File: src/rtl/lock_traffic_queue.sv
// Lock traffic controller: debounces boat sensors, queues transit requests by
// direction and sequences one transit at a time through the lock chamber.
module lock_traffic_queue #(
    parameter int unsigned DEBOUNCE = 4,
    parameter int unsigned DEPTH    = 4
) (
    input  logic                       clk,
    input  logic                       reset,
    input  logic                       arrive_left,
    input  logic                       arrive_right,
    input  logic                       exit_left,
    input  logic                       exit_right,
    input  logic                       lock_ready,
    output logic                       transit_valid,
    output logic                       transit_dir,
    output logic                       status,
    output logic                       occupied,
    output logic [$clog2(DEPTH+1)-1:0] queue_count,
    output logic                       overflow
);

    localparam int unsigned CW = $clog2(DEPTH + 1);
    localparam int unsigned PW = $clog2(DEPTH);
    localparam int unsigned AL = 0;
    localparam int unsigned AR = 1;
    localparam int unsigned EL = 2;
    localparam int unsigned ER = 3;

    typedef enum logic [1:0] {IDLE, ISSUE, TRANSIT, EXIT} state_e;

    state_e            state_q, state_d;
    logic [3:0][3:0]   cnt_q, cnt_d;
    logic [3:0]        evt_q, evt_d;
    logic [3:0]        raw;
    logic [DEPTH-1:0]  mem_q, mem_d;
    logic [PW-1:0]     head_q, head_d, tail_q, tail_d;
    logic [CW-1:0]     count_q, count_d;
    logic              pending_q, pending_d;
    logic              overflow_q, overflow_d;
    logic              dir_q, dir_d;
    logic              pop, push_vld, push_dir, push_ok;

    function automatic logic [PW-1:0] ptr_inc(input logic [PW-1:0] p);
        return (p == PW'(DEPTH - 1)) ? '0 : p + PW'(1);
    endfunction

    assign raw = {exit_right, exit_left, arrive_right, arrive_left};

    // Event fires on the sample that brings the counter to DEBOUNCE, so a
    // sensor held high saturates and never re-fires.
    always_comb begin
        cnt_d = cnt_q;
        evt_d = '0;
        for (int unsigned i = 0; i < 4; i++) begin
            if (!raw[i]) begin
                cnt_d[i] = '0;
            end else if (cnt_q[i] != 4'(DEBOUNCE)) begin
                cnt_d[i] = cnt_q[i] + 4'd1;
                evt_d[i] = (cnt_q[i] == 4'(DEBOUNCE - 1));
            end
        end
    end

    always_comb begin
        state_d       = state_q;
        dir_d         = dir_q;
        pop           = 1'b0;
        transit_valid = 1'b0;
        transit_dir   = dir_q;
        status        = 1'b0;
        occupied      = 1'b0;
        case (state_q)
            IDLE: begin
                if (count_q != '0) state_d = ISSUE;
            end
            ISSUE: begin
                transit_valid = 1'b1;
                transit_dir   = mem_q[head_q];
                if (lock_ready) begin
                    pop     = 1'b1;
                    dir_d   = mem_q[head_q];
                    state_d = TRANSIT;
                end
            end
            TRANSIT: begin
                status   = 1'b1;
                occupied = 1'b1;
                if (dir_q ? evt_q[EL] : evt_q[ER]) state_d = EXIT;
            end
            EXIT: begin
                occupied = 1'b1;
                state_d  = IDLE;
            end
            default: state_d = IDLE;
        endcase
    end

    // Left wins a simultaneous arrival; right waits one cycle in pending.
    always_comb begin
        pending_d  = pending_q;
        push_vld   = 1'b0;
        push_dir   = 1'b0;
        if (evt_q[AL]) begin
            push_vld  = 1'b1;
            pending_d = pending_q | evt_q[AR];
        end else if (pending_q) begin
            push_vld  = 1'b1;
            push_dir  = 1'b1;
            pending_d = evt_q[AR];
        end else if (evt_q[AR]) begin
            push_vld  = 1'b1;
            push_dir  = 1'b1;
        end

        push_ok    = push_vld && !((count_q == CW'(DEPTH)) && !pop);
        mem_d      = mem_q;
        tail_d     = tail_q;
        head_d     = head_q;
        overflow_d = overflow_q | (push_vld & ~push_ok);
        if (push_ok) begin
            mem_d[tail_q] = push_dir;
            tail_d        = ptr_inc(tail_q);
        end
        if (pop) head_d = ptr_inc(head_q);
        count_d = count_q + CW'(push_ok) - CW'(pop);
    end

    always_ff @(posedge clk or negedge reset) begin
        if (!reset) begin
            state_q    <= IDLE;
            cnt_q      <= '0;
            evt_q      <= '0;
            mem_q      <= '0;
            head_q     <= '0;
            tail_q     <= '0;
            count_q    <= '0;
            pending_q  <= 1'b0;
            overflow_q <= 1'b0;
            dir_q      <= 1'b0;
        end else begin
            state_q    <= state_d;
            cnt_q      <= cnt_d;
            evt_q      <= evt_d;
            mem_q      <= mem_d;
            head_q     <= head_d;
            tail_q     <= tail_d;
            count_q    <= count_d;
            pending_q  <= pending_d;
            overflow_q <= overflow_d;
            dir_q      <= dir_d;
        end
    end

    assign queue_count = count_q;
    assign overflow    = overflow_q;

endmodule
File: config.mk
export PLATFORM = sky130hd
export DESIGN_NAME = lock_traffic_queue
export DESIGN_NICKNAME = d
export VERILOG_FILES = /design/src/rtl/lock_traffic_queue.sv
export SDC_FILE = /design/constraint.sdc
export NUM_CORES = 1
export LEC_CHECK = 0
export BUFFER_PORTS_ARGS = -buffer_cell sky130_fd_sc_hd__buf_2
export CAP_MARGIN = 25
export CORE_MARGIN = 2
export CORE_UTILIZATION = 45
export DETAILED_ROUTE_END_ITERATION = 7
export GPL_TIMING_DRIVEN = 0
export PLACE_DENSITY_LB_ADDON = 0.3
export SYNTH_ARGS = -nofsm -noshare
export SYNTH_HDL_FRONTEND = slang
export SYNTH_SLANG_ARGS = --single-unit
File: constraint.sdc
create_clock -name clk -period 3.15 [get_ports clk]
set_input_delay 0.315 -clock clk [delete_from_list [all_inputs] [get_ports clk]]
set_output_delay 0.315 -clock clk [all_outputs]
set_load 0.01 [all_outputs]
After elaboration in Yosys (flattened, before gate mapping)
Index checks and enable logic that the tools add are counted.
W data, S select, Z words.
{"block": "word_totals", "ff_bits": 36, "input_bits": 7, "out_inout_bits": 8, "word_cells": 99}
{"block": "op_classes", "add_sub_neg": 8, "magnitude_cmp": 3, "n_eq_ne": 21, "mux": 40, "bitwise_logic": 4, "n_reduce_logical": 10}
{"operator": "$mux W4", "count": 8}
{"operator": "$mux W1", "count": 23}
{"operator": "$add A4 B1 Y4 const B", "count": 4}
{"operator": "$eq A4 B2 Y1 const B", "count": 4}
{"operator": "$ne A4 B3 Y1 const B", "count": 4}
{"operator": "$mux W2", "count": 5}
{"operator": "$eq A2 B2 Y1 const B", "count": 4}
{"operator": "$ne A2 B1 Y1 const B", "count": 4}
{"operator": "$pmux W2 S4", "count": 1}
{"operator": "$lt A2 B3 Y1 const B", "count": 2}
{"operator": "$ne A2 B2 Y1 const B", "count": 3}
{"operator": "$add A2 B1 Y2 const B", "count": 2}
{"operator": "$bwmux W4", "count": 1}
{"operator": "$add A3 B1 Y3", "count": 1}
{"operator": "$eq A3 B3 Y1 const B", "count": 1}
{"operator": "$logic_and A1 B1 Y1", "count": 3}
{"operator": "$reduce_and A3 Y1", "count": 1}
{"operator": "$reduce_bool A3 Y1", "count": 1}
{"operator": "$sub A3 B1 Y3", "count": 1}
{"operator": "$bmux W1 S2", "count": 1}
{"operator": "$demux W1 S2", "count": 1}
{"operator": "$eq A2 B1 Y1 const B", "count": 1}
{"operator": "$ge A2 B1 Y1 const B", "count": 1}
{"operator": "$logic_not A1 Y1", "count": 2}
{"operator": "6 further kinds", "count": 7}

Longest topological paths before layout
Gate-level depths: netlist of run 1.
{"block": "depth", "word_depth": 9, "ltp_mapped": 10, "mapped_depth_nobuf": 10}

Worst setup path after synthesis of run 1
No wires, ideal clock.
{"block": "synth_path", "kind": "flip-flop to flip-flop", "from": "register state_q[1]", "to": "register count_q[2] (netlist: queue_count[2])", "setup_time_ps": 123, "t_arrival_ps": 2178, "required_time_ps": 3027, "path_slack_ps": 849, "stages_incl_launch_ff": 11, "n_path_buf": 0, "period_less_slack_ps": 2301, "cell_sequence": "dfrtp_1 -> inv_1 -> ha_1 -> a211oi_4 -> a21oi_2 -> inv_1 -> ha_1 -> inv_1 -> ha_1 -> fa_1 -> xnor2_1"}
{"block": "synth_between", "elab_chain_len": 8}
{"item": "from (decl)", "line": "31", "source": "state_e state_q, state_d;"}
{"item": "from (signal assigned)", "line": "141", "source": "state_q <= state_d;"}
{"item": "$eq A2 B1 Y1 (*)", "line": "72", "source": "case (state_q)"}
{"item": "$mux W1 (*)", "line": "72"}
{"item": "$logic_not A1 Y1", "line": "115", "source": "push_ok = push_vld && !((count_q == CW'(DEPTH)) && !pop);"}
{"item": "$logic_and A1 B1 Y1", "line": "115"}
{"item": "$logic_not A1 Y1", "line": "115"}
{"item": "$logic_and A1 B1 Y1", "line": "115"}
{"item": "$add A3 B1 Y3", "line": "125", "source": "count_d = count_q + CW'(push_ok) - CW'(pop);"}
{"item": "$sub A3 B1 Y3 (*)", "line": "125"}
{"item": "named net count_d[2]", "line": "37", "source": "logic [CW-1:0] count_q, count_d;"}
{"item": "to (signal assigned)", "line": "147", "source": "count_q <= count_d;"}
{"item": "to (decl)", "line": "37"}
The timed path passes the listed nets; every way through them passes the cells marked *.
A chain may end at the register's enable or synchronous reset.

Worst setup path after layout of run 1
Same ends and word-level chain as after synthesis.

==> results.md, run 1 <==
Setup path:
- The category of the worst setup path capture point is a flop.
- The endpoint of the worst-slack reg-to-reg timing path is queue_count[2].
- The type of the setup path with the least slack is reg -> reg.
- The combined buffer and inverter count along the critical path is 3.
- The number of cells traversed by the worst register-to-register path is 10.
- STA classifies the critical path startpoint as a flop.
- The startpoint of the most critical setup path is state_q[1].
- At the worst endpoint, the arrival time is 2.54 ns.
- The critical path depth is 10.
- The peak per-stage delay on the critical path is 0.41 ns.
- The cell family contributing the most delay on the critical path is adder cells.
- The critical path goes through inv_1, ha_1, a211oi_4, a21oi_2, inv_1, ha_1, inv_1, ha_1, fa_1, xnor2_1.
- The critical path capture point is queue_count[2].
- The data required time at the worst endpoint is 3.32 ns.
- The worst register-to-register path begins at state_q[1].
- The minimum setup slack among reg-to-reg paths is 0.78 ns.
- The slowest stage of the critical path belongs to the cell sky130_fd_sc_hd__dfrtp_1.
- In this run the worst path has a maximum fanout of 7.

Synth:
- Yosys printed 0 warnings.
- The count of flip-flops with a built-in enable after synthesis is 0.
- The share of the Yosys chip area taken by registers is 46.1%.
- Summing the areas of all compound-gate instances in the mapped netlist gives 9.15% of the synthesized area.
- Dividing the synthesized area by the synthesized cell count gives 11.4 um^2.
- The xor and xnor fraction of the mapped netlist area is 2.69%.
- The main flop type after synthesis is sky130_fd_sc_hd__dfrtp_1.
- Counting every instance in the synthesized netlist gives 171.
- Multiplexer cells account for 10.1% of the synthesized area.
- The number of distinct library cells after synthesis is 33.
- Summing the areas of all and, or, nand and nor instances in the mapped netlist gives 13.9% of the synthesized area.
- By area, the combinational part of the netlist is dominated by adder cells.
- The post-synthesis register bit count is 36.
- The synthesized netlist devotes 14.3% of its cell area to adder and majority cells.
- The synthesized cell area is 1950 um^2.
- In the synthesized netlist the async set-or-reset flop fraction comes to 100%.
- Counting every net in the synthesized netlist gives 199.

CTS:
- Clock latency on the worst-skew pair, taken at its later pin, is 0.28 ns.
- Hold repair after CTS inserted 0 buffers.
- The buffer type at the clock tree root is sky130_fd_sc_hd__clkbuf_8.
- The clock tree synthesis step divided the H-tree into 2 levels.
- The post-CTS clock slew at the launch and capture registers of the worst setup and hold paths is 0.07 ns.
- For this design, the sink count on the clock tree is 36.
- The quantity of gates resized following cts is 0.
- TritonCTS built the clock tree.
- The number of buffers created by CTS is 5.
- The number of setup buffers added after CTS is 0.
- The buffer depth of the longest clock path is 2.

Power and ir drop:
- Power spread over the standard cell area amounts to 747 nW/um^2.
- The static leakage power is 1.09 nW.
- The worst IR drop on VDD is 289 uV.

Floorplan:
- The floorplan step defined a die boundary enclosing 4890 um^2.
- The floorplan core area is 4090 um^2.
- The die is 69.9 um tall.
- The number of cell rows is 23.
- From left edge to right edge, the die measures 69.9 um.
- 15 I/O pins were placed.
- Once the floorplan was initialized, standard cells occupied 47.8% of the core.

Timing:
- The count of final hold-check violations is 0.
- Across the routed clock network, the largest skew measured is 0.00580 ns.
- For the finished layout, the period the worst path requires is 2.37 ns.
- The total negative slack for setup checks is 0 ns.
- The worst slew margin relative to its limit is 48.1%.
- The final critical-path share of the clock period is 75.1%.
- Setup repair after global routing left no endpoint under its margin.
- The number of max-slew violations in the final report came to 0.
- Static timing analysis puts the maximum clock frequency at 0.423 GHz.
- At the pin with the least slew margin, the transition time is 0.778 ns.
- Across all hold checks on the routed design, the worst slack comes to 0.106 ns.
- Setup violations remaining at the end of the flow were counted as 0.

Routing:
- The detail route stage leaves a number of antenna-violating nets equal to 0.
- The vias per cell is 5.35.
- For this run, the detailed router's first-pass iteration total came to 4.
- The number of design-rule violations left by the first detailed-router iteration is 27.
- After detailed routing, the number of remaining DRC violations is 0.
- The sum of routed wire length over all layers is 3.06 mm.
- The detail-routed net length per standard cell is 12.7 um.
- Across all layers, the routed design uses 1295 vias.

Placed design:
- The detailed-placement wirelength estimate is 2.34 mm.
- The count of port buffers added during placement is 14.
- The routability congestion estimate from global placement is 0.761.
- In this run the cell area measured after placement is 2090 um^2.

Cells and area:
- 0 antenna diodes ended up in the layout.
- The fraction of layout instances using a drive strength above 1 is 16.1%.
- The net count of the finished layout is 220.
- The sequential cell area is 901 um^2.
- The area growth from synthesis to layout is 10.8%.
- After filler insertion, the fill cell instance count of the layout stands at 367.
- The post-route standard cell area excluding fillers is 2160 um^2.
- Leaving out fill and tap cells, the most frequent cells in the layout are sky130_fd_sc_hd__dfrtp_1, sky130_fd_sc_hd__ha_1, sky130_fd_sc_hd__inv_1.
- The multi-input combinational cell area is 981 um^2.
- The library cell used most frequently in the layout, excluding fill and tap cells, is sky130_fd_sc_hd__dfrtp_1.

Global route:
- The number of global-route vias before repair is 1325.
- The number of antenna violations at the first check in global routing is 0.
- The total track usage is 14.2%.
- Entering global routing, the biggest net connects 37 pins.
- For this run the aggregate overflow at the end of global routing stands at 0.
- The wire length of the first global-routing pass is 5.59 mm.

Flow run:
- The max capacitance violation total is 0.

Outcome:
- The run finished with clean final reports.

Min path:
- The type of the tightest min-delay check is in -> async.
-- how the worst min path moves through the flow --
| stage | start | end | slack [ns] | depth (start not counted) |
|---|---|---|---|---|
| floorplan | reset | cnt_q[0] | 0.02 | 0 |
| global placement | reset | state_q[0] | 0.43 | 1 |
| detailed placement | reset | state_q[0] | 0.44 | 1 |
| CTS | reset | state_q[0] | 0.13 | 1 |
| global route | reset | state_q[1] | 0.18 | 1 |
| finish | reset | state_q[0] | 0.11 | 1 |
-- per-layer routing --
metal	routed length, um	track usage, %
met1	1420	16.6
met3	109	3.46
met5	0	0
met4	27	5.13
met2	1510	25.2
-- cell type report --
class                      instances  area share, %
clock inverter                     1          0.231
tap                               50           2.89
inverter                          18           3.12
timing repair buffer              14           3.24
sequential                        36           41.6
buffer                             1          0.231
clock buffer                       6           3.35
multi-input combinational        116           45.3
-- report_power, final --
group	leakage (nW)	switching, W	total [W]	internal (W)
combinational	0.581	0.000308	0.000616	0.000309
sequential	0.468	0.000116	0.000698	0.000582
clock	0.0410	0.000152	0.000302	0.000150
total	1.09	0.000575	0.00162	0.00104
-- logic make-up (layout without fill, tap and decap cells) --
kind of cell	Yosys count	after routing
compound gates	25	25
flops	36	36
buf+inv	19	40
simple gates	46	46
xor+xnor	6	6
fa+ha+maj	22	22
mux	17	17
-- through the flow --
stage	setup WS (ns)	power [W]	util (%)	std cells
6_report	0.783	0.00162	53.0	242
5_1_grt	0.586	0.00175	53.0	242
4_1_cts	0.755	0.00164	53.0	242
3_5_place_dp	0.768	0.00133	51.1	235
3_3_place_gp	0.794	0.00129	51.1	235
2_1_floorplan	0.849	0.00115	-	171
-- sequential cells by signal (all words and copies together), names as in the netlist --
register,count
pending_q,1
cnt_q,16
mem_q,4
queue_count,3
head_q,2
tail_q,2
state_q,2
overflow,1
dir_q,1
evt_q,4
-- worst register-to-register path, cell delays in order, from the launching register on --
cell and delay [ns]:
sky130_fd_sc_hd__dfrtp_1 0.41, sky130_fd_sc_hd__inv_1 0.11, sky130_fd_sc_hd__ha_1 0.29, sky130_fd_sc_hd__a211oi_4 0.14, sky130_fd_sc_hd__a21oi_2 0.25, sky130_fd_sc_hd__inv_1 0.07, sky130_fd_sc_hd__ha_1 0.27, sky130_fd_sc_hd__inv_1 0.04
sky130_fd_sc_hd__ha_1 0.18, sky130_fd_sc_hd__fa_1 0.37, sky130_fd_sc_hd__xnor2_1 0.13
-- cell usage after synthesis (2+ instances only) --
cell type                  count  share of area [%]
sky130_fd_sc_hd__and2_1        5                1.6
sky130_fd_sc_hd__inv_1        18                3.5
sky130_fd_sc_hd__dfrtp_1      36                 46
sky130_fd_sc_hd__nand2_1       7                1.3
sky130_fd_sc_hd__nor4bb_1      3                1.5
sky130_fd_sc_hd__nor2_1        6                1.2
sky130_fd_sc_hd__nor2b_1       8                2.6
sky130_fd_sc_hd__xnor2_1       5                2.2
sky130_fd_sc_hd__mux2_2        2                1.2
sky130_fd_sc_hd__nor3_1        3               0.77
sky130_fd_sc_hd__a21oi_1       4                1.0
sky130_fd_sc_hd__mux2_4        2                1.5
sky130_fd_sc_hd__mux2i_1      10                5.1
sky130_fd_sc_hd__ha_1         20                 13
sky130_fd_sc_hd__o22a_1        4                1.8
sky130_fd_sc_hd__o21ai_0       8                2.0
sky130_fd_sc_hd__nand2b_1      4                1.3
sky130_fd_sc_hd__nand3_1       4                1.0
sky130_fd_sc_hd__a31oi_1       4                1.3
sky130_fd_sc_hd__nand3b_1      4                1.5
sky130_fd_sc_hd__mux2_1        2                1.2
Note: power is estimated with default switching activity, not from simulation.
==> inputs of run 2 (changes only) <==
==> constraint.sdc (replaced) <==
create_clock -name clk -period 1.9 [get_ports clk]
set_input_delay 0.19 -clock clk [delete_from_list [all_inputs] [get_ports clk]]
set_output_delay 0.19 -clock clk [all_outputs]
set_load 0.01 [all_outputs]
==> results.md, run 2 (synthesis results as in run 1) <==
Outcome:
- The flow ran to the end, but the final reports show violations.
- The final reports fail on negative hold slack, negative setup slack.

CTS:
- The clock latency reported for the late side of the worst-skew pair is 0.29 ns (about the same).
- The number of H-tree levels came to 2 (unchanged).
- The CTS tree is yes.
- The number of sinks driven by the clock tree is 36 (unchanged).
- The number of hold buffers added after cts came to 0 (unchanged).
- The number of buffers created by CTS is 5 (unchanged).
- The root buffer cell chosen for the clock tree is sky130_fd_sc_hd__clkbuf_8.
- The post-CTS clock slew at the launch and capture registers of the worst setup and hold paths came to 0.07 ns (about the same).
- The buffer depth of the longest clock path is 2 (unchanged).

Timing:
- The total negative slack for setup checks is -0.149 ns (-0.149 ns).
- The measured slew at the worst slew-check pin is 0.784 ns (+0.00614 ns).
- The shortest clock period the worst path allows after layout is 2.00 ns (-0.366 ns).
- The highest clock frequency the design can meet is 0.500 GHz (+18%).
- The worst hold slack across all endpoints is -0.0281 ns (-0.134 ns).
- The worst slew margin relative to its limit is 47.7% (-0.41 points).
- Setup repair after global routing could not meet its margin everywhere.
- The least setup slack across all paths after layout is -0.101 ns (-0.884 ns).
- The clock tree skew after final layout is 0.00558 ns (-0.000216 ns).
- The number of max-slew violations in the final report came to 0 (unchanged).
- The count of final hold-check violations is 36 (+36).
- The final critical-path share of the clock period is 105% (+30 points).
- The count of endpoints failing setup in the final report is 2 (+2).

Floorplan:
- The initial standard-cell utilization of the core is 47.8% (unchanged).
- The number of primary I/O pins came to 15 (unchanged).
- The number of cell rows is 23 (unchanged).
- The vertical die dimension is 69.9 um (unchanged).
- The floorplan core area is 4090 um^2 (unchanged).
- The die boundary width was 69.9 um (unchanged).
- The area of the die is 4890 um^2 (unchanged).

Global route:
- The total track usage came to 15.1% (+0.93 points).
- The maximum number of pins on one net before global-route repair came to 37 (unchanged).
- The number of global-route vias before repair is 1350 (+1.9%).
- The number of antenna violations at the first check in global routing is 0 (unchanged).
- The total global routing overflow is 0 (unchanged).
- The wire length of the first global-routing pass is 5.84 mm (+4.6%).

Routing:
- The total length of routed met2 wires was 1.61 mm (+6.3%).
- The remaining number of nets flagged by the antenna check after routing came to 0 (unchanged).
- The sum of routed wire length over all layers is 3.24 mm (+5.9%).
- The detailed router used layers up to and including met4.
- The first-pass iteration count of the detailed router is 4 (unchanged).
- The vias per cell is 5.14 (-3.9%).
- The number of remaining DRC errors is 0 (unchanged).
- The number of design-rule violations left by the first detailed-router iteration came to 36 (+33%).
- The total number of vias is 1285 (-0.77%).
- The detail-routed net length per standard cell is 13.0 um (+2.5%).
- The total length of routed met3 wires is 112 um (+2.8%).
- The met1 wire length is 1.47 mm (+3.9%).

Placed design:
- The detailed-placement wirelength estimate is 2.33 mm (-0.36%).
- The count of port buffers added during placement is 14 (unchanged).
- The total cell area at the placement stage is 2100 um^2 (+0.72%).
- The routability congestion estimate from global placement was 0.714 (-6.2%).

Cells and area:
- The register with the most flip-flops is cnt_q.
- The number of flip-flops in the largest register is 16 (unchanged).
- Leaving out fill and tap cells, the most frequent cell in the layout is sky130_fd_sc_hd__dfrtp_1.
- The library cells used most frequently in the layout, excluding fill and tap cells, are sky130_fd_sc_hd__dfrtp_1, sky130_fd_sc_hd__ha_1, sky130_fd_sc_hd__inv_1.
- The net total in the final layout is 227 (+3.2%).
- The number of diodes added for antenna fixing was 0 (unchanged).
- Compared with the post-synthesis result, the final layout area differs by 17.3%.
- The fraction of layout instances using a drive strength above 1 is 22.5% (+6.4 points).
- The largest registers in the layout are cnt_q (16), evt_q (4), mem_q (4).
- The post-route standard cell area excluding fillers is 2290 um^2 (+6.0%).

Setup path:
- The data required time at the worst endpoint came to 2.07 ns (-1.25 ns).
- The worst setup path is of the reg -> reg kind.
- The type of origin of the critical path is a flop.
- The worst path arrival time is 2.17 ns (-0.37 ns).
- The category of the worst setup path capture point is a flop.
- The biggest fanout along the worst timing path is 4 (-3).

Flow run:
- The max capacitance violation total came to 0 (unchanged).

Power and ir drop:
- The power density over the cells is 1330 nW/um^2 (+78%).
- The static leakage power is 1.14 nW (+4.9%).
- The worst IR drop on VDD is 487 uV (+69%).

Min path:
- The type of the tightest min-delay check is in -> async.
-- run 2: stage by stage --
stage | power (W) | utilization (%) | std cells | setup WS, ns
floorplan | 0.00193 | - | 171 | -0.170
finish | 0.00306 | 56.1 | 250 | -0.101
CTS | 0.00304 | 55.5 | 248 | -0.148
global route | 0.00329 | 56.1 | 250 | -0.175
detailed placement | 0.00223 | 51.4 | 235 | -0.343
global placement | 0.00216 | 51.4 | 235 | -0.294
-- run 2: final timing paths --
check,to,cells after the start,slack (ns),from
max,queue_count[1],8,-0.10,state_q[0]
min,state_q[0],1,-0.03,reset
max reg2reg,queue_count[1],8,-0.10,state_q[0]
min reg2reg,overflow,1,0.48,overflow
max in group asynchronous,cnt_q[9],1,1.42,reset
min in group clk,evt_q[3],3,0.16,exit_right
-- run 2: area by class of cell --
cell class / count / area [um^2]
plain buffers: 1 / 5.00
clock buffers: 7 / 96.3
clock inverters: 1 / 30.0
fillers: 359 / 1790
inverters: 18 / 67.6
multi-input cells: 116 / 1010
flip-flops and latches: 36 / 901
well taps: 50 / 62.6
repair buffers: 21 / 123
-- run 2: critical path, cell delays in order (launching register included) --
cell	delay, ns
sky130_fd_sc_hd__dfrtp_1	0.43
sky130_fd_sc_hd__ha_4	0.20
sky130_fd_sc_hd__a211oi_4	0.25
sky130_fd_sc_hd__a21oi_2	0.09
sky130_fd_sc_hd__inv_1	0.07
sky130_fd_sc_hd__ha_1	0.23
sky130_fd_sc_hd__inv_2	0.07
sky130_fd_sc_hd__ha_4	0.13
sky130_fd_sc_hd__fa_2	0.42
-- run 2: metal layers --
| metal | vias up | global-route usage (%) |
|---|---|---|
| li1 | 641 | - |
| met1 | 623 | 18.2 |
| met2 | 16 | 25.0 |
| met3 | 5 | 3.61 |
| met4 | 0 | 8.33 |
| met5 | - | 0 |
-- run 2: power by group --
part           switching, W  internal, W  leakage [nW]
sequential         0.000197     0.000964         0.468
combinational      0.000546     0.000610         0.611
clock              0.000275     0.000463        0.0645
-- run 2: repair_timing --
| action | in CTS | in global routing |
|---|---|---|
| pin swaps | 3 | 5 |
| resized for setup | 0 | 3 |
| endpoints found under the hold margin | 0 | 0 |
| setup endpoints to repair | 2 | 3 |
| gates cloned | 0 | 0 |
| buffers inserted | 5 | 2 |
==> inputs of run 3 (changes only) <==
--- a/config.mk
+++ b/config.mk
@@ -7,11 +7,11 @@
 export LEC_CHECK = 0
 export BUFFER_PORTS_ARGS = -buffer_cell sky130_fd_sc_hd__buf_2
 export CAP_MARGIN = 25
-export CORE_MARGIN = 2
 export CORE_UTILIZATION = 45
 export DETAILED_ROUTE_END_ITERATION = 7
 export GPL_TIMING_DRIVEN = 0
 export PLACE_DENSITY_LB_ADDON = 0.3
+export SETUP_SLACK_MARGIN = 0.1
 export SYNTH_ARGS = -nofsm -noshare
 export SYNTH_HDL_FRONTEND = slang
 export SYNTH_SLANG_ARGS = --single-unit
==> results.md, run 3 (synthesis results as in run 1) <==
Timing:
- The least setup slack across all paths after layout was -0.126 ns (-0.0248 ns).
- Setup repair after global routing could not meet its margin everywhere.
- The number of max-slew violations in the final report came to 0 (unchanged).
- The count of endpoints failing setup in the final report is 2 (unchanged).
- The shortest clock period the worst path allows after layout is 2.03 ns (+0.0248 ns).
- The count of final hold-check violations is 36 (unchanged).
- The final critical-path share of the clock period is 107% (+1.3 points).
- The worst hold slack across all endpoints is -0.0212 ns (+0.00692 ns).
- The highest clock frequency the design can meet was 0.494 GHz (-1.2%).
- The measured slew at the worst slew-check pin is 0.769 ns (-0.0154 ns).
- The total negative slack for setup checks is -0.215 ns (-0.0662 ns).
- The clock tree skew after final layout came to 0.00346 ns (-0.00212 ns).
- The worst slew margin relative to its limit is 48.7% (+1.0 points).

Power and ir drop:
- The worst IR drop on VDD is 467 uV (-4.0%).
- The sequential share of power is 38.4% (+0.4 points).
- The switching component of the power is 0.00104 W (+2.0%).
- The share of total power in combinational logic was 43.5% (+5.7 points).
- The switching portion of total power is 34.5% (+1.2 points).
- The power density over the cells is 1310 nW/um^2 (-1.5%).
- The share of power burned in the clock network is 18.1% (-6.0 points).
- The cell-internal power is 0.00197 W (-3.3%).
- The static leakage power was 1.14 nW (-0.17%).
- The post-layout total power is 0.00301 W (-1.5%).

Global route:
- The number of global-route vias before repair was 1348 (-0.15%).
- The total track usage came to 16.7% (+1.6 points).
- The maximum number of pins on one net before global-route repair was 37 (unchanged).
- The number of antenna violations at the first check in global routing came to 0 (unchanged).
- The total global routing overflow is 0 (unchanged).
- The wire length of the first global-routing pass is 5.66 mm (-3.2%).

Setup path:
- The combined buffer and inverter count along the critical path is 3 (+1).
- Walking the worst path, the cells encountered are inv_2, ha_4, a211oi_4, a21oi_2, inv_1, ha_1, inv_2, ha_4, fa_2, xnor2_2.
- The slowest library cell on the worst path is sky130_fd_sc_hd__dfrtp_1.
- The data required time at the worst endpoint came to 2.06 ns (about the same).
- The type of origin of the critical path is a flop.
- The minimum setup slack among reg-to-reg paths is -0.13 ns (-0.02 ns).
- The biggest fanout along the worst timing path is 4 (unchanged).
- The peak per-stage delay on the critical path is 0.40 ns (-0.03 ns).
- The cell type group with the largest total delay on the critical path is adder cells.
- The number of cells traversed by the worst register-to-register path was 10 (+2).
- The worst register-to-register path ends at queue_count[2].
- In this run the critical register-to-register path is launched from state_q[1].
- The category of the worst setup path capture point is a flop.
- The worst path arrival time was 2.19 ns (+0.02 ns).
- The type of the setup path with the least slack is reg -> reg.

Floorplan:
- The floorplan core area is 4090 um^2 (unchanged).
- The die boundary width is 67.9 um (-2.9%).
- The number of primary I/O pins is 15 (unchanged).
- The number of cell rows was 23 (unchanged).
- The initial standard-cell utilization of the core came to 47.8% (unchanged).
- The vertical die dimension is 67.9 um (-2.9%).
- The area of the die is 4610 um^2 (-5.6%).

Routing:
- The total length of routed met3 wires is 95 um (-15%).
- The number of remaining DRC errors is 0 (unchanged).
- The met1 wire length is 1.48 mm (+0.48%).
- The vias per cell is 5.21 (+1.4%).
- The detail-routed net length per standard cell is 12.8 um (-1.1%).
- The sum of routed wire length over all layers came to 3.23 mm (-0.31%).
- The number of design-rule violations left by the first detailed-router iteration is 57 (+58%).
- The first-pass iteration count of the detailed router is 3 (-1).
- The total length of routed met2 wires is 1.61 mm (unchanged).
- The top layer used by detailed routing is met4.
- The remaining number of nets flagged by the antenna check after routing came to 0 (unchanged).
- The total number of vias is 1313 (+2.2%).

Placed design:
- The number of placed instances with taps included is 235 (unchanged).
- The worst setup slack before clock tree synthesis is -0.331 ns (+0.0124 ns).
- The routability congestion estimate from global placement is 0.709 (-0.77%).
- The detailed-placement wirelength estimate came to 2.33 mm (-0.11%).
- The count of port buffers added during placement is 14 (unchanged).

CTS:
- The number of hold buffers added after cts is 0 (unchanged).
- The post-CTS clock slew at the launch and capture registers of the worst setup and hold paths is 0.07 ns (about the same).
- The buffer type at the clock tree root is sky130_fd_sc_hd__clkbuf_8.
- The buffer depth of the longest clock path came to 2 (unchanged).
- TritonCTS built the clock tree.
- The number of sinks driven by the clock tree is 36 (unchanged).
- The number of buffers created by CTS is 5 (unchanged).
- The clock latency reported for the late side of the worst-skew pair came to 0.28 ns (about the same).
- The number of H-tree levels is 2 (unchanged).

Cells and area:
- Counting flops per register, the top entry is cnt_q.
- The number of diodes added for antenna fixing is 0 (unchanged).
- In the layout the commonest cells are sky130_fd_sc_hd__dfrtp_1, sky130_fd_sc_hd__ha_1, sky130_fd_sc_hd__inv_1.
- The net total in the final layout is 229 (+0.88%).
- The fraction of layout instances using a drive strength above 1 is 23.3% (+0.77 points).
- Leaving out fill and tap cells, the most frequent cell in the layout is sky130_fd_sc_hd__dfrtp_1.
- The largest registers in the layout are cnt_q (16), evt_q (4), mem_q (4).
- The relative area change from synthesis to final layout was 17.3% (about the same).
- The final standard cell count with taps included and fillers excluded came to 252 (+0.80%).
- The number of flip-flops in the largest register is 16 (unchanged).
- The final standard cell utilization of the core is 56.1% (about the same).

Outcome:
- The checks that failed: negative hold slack, negative setup slack.
- The run finished, with violations left.

Min path:
- The type of the tightest min-delay check is in -> async.

Flow run:
- The max capacitance violation total was 0 (unchanged).
## run 3: power by group through the flow
stage / Sequential [W] / Combinational (W) / Clock (W)
after CTS: 0.00115 / 0.00119 / 0.000564
after floorplan: 0.00116 / 0.000774 / 0
after detailed placement: 0.00118 / 0.00106 / 0
after global routing: 0.00119 / 0.00147 / 0.000595
final: 0.00116 / 0.00131 / 0.000544
after global placement: 0.00116 / 0.000997 / 0
## run 3: how the worst max path moves through the flow
| stage | slack, ns | end | from | cells after the start |
|---|---|---|---|---|
| floorplan | -0.17 | queue_count[1] | state_q[1] | 9 |
| detailed placement | -0.33 | queue_count[1] | state_q[1] | 9 |
| finish | -0.13 | queue_count[2] | state_q[1] | 10 |
| global placement | -0.29 | queue_count[1] | state_q[1] | 9 |
| global route | -0.21 | queue_count[2] | state_q[1] | 10 |
| CTS | -0.12 | queue_count[1] | state_q[0] | 8 |
## run 3: layer usage
metal | track usage (%) | vias to the layer above
li1 | - | 648
met1 | 19.0 | 641
met2 | 29.7 | 16
met3 | 4.00 | 8
met4 | 7.29 | 0
met5 | 0 | -
## run 3: through the flow
stage / instance area [um^2] / hold WS (ns)
5_1_grt: 2290 / 0.0519
4_1_cts: 2240 / 0.0152
6_report: 2290 / -0.0212
3_5_place_dp: 2100 / 0.320
2_1_floorplan: 1970 / -0.106
3_3_place_gp: 2100 / 0.310
## run 3: final cells by class
type                            instances  area, um^2
Sequential cell                        36         901
Timing Repair Buffer                   23         144
Multi-Input combinational cell        116        1020
Buffer                                  1        5.00
Tap cell                               50        62.6
Clock buffer                            8        90.1
Fill cell                             356        1790
Inverter                               18        67.6
## run 3: what timing repair did
item / 4_1_cts / 5_1_grt
buffers inserted: 7 / 2
setup endpoints to repair: 4 / 5
hold endpoints to repair: 0 / 0
gates resized for setup: 0 / 7
pin swaps: 3 / 5
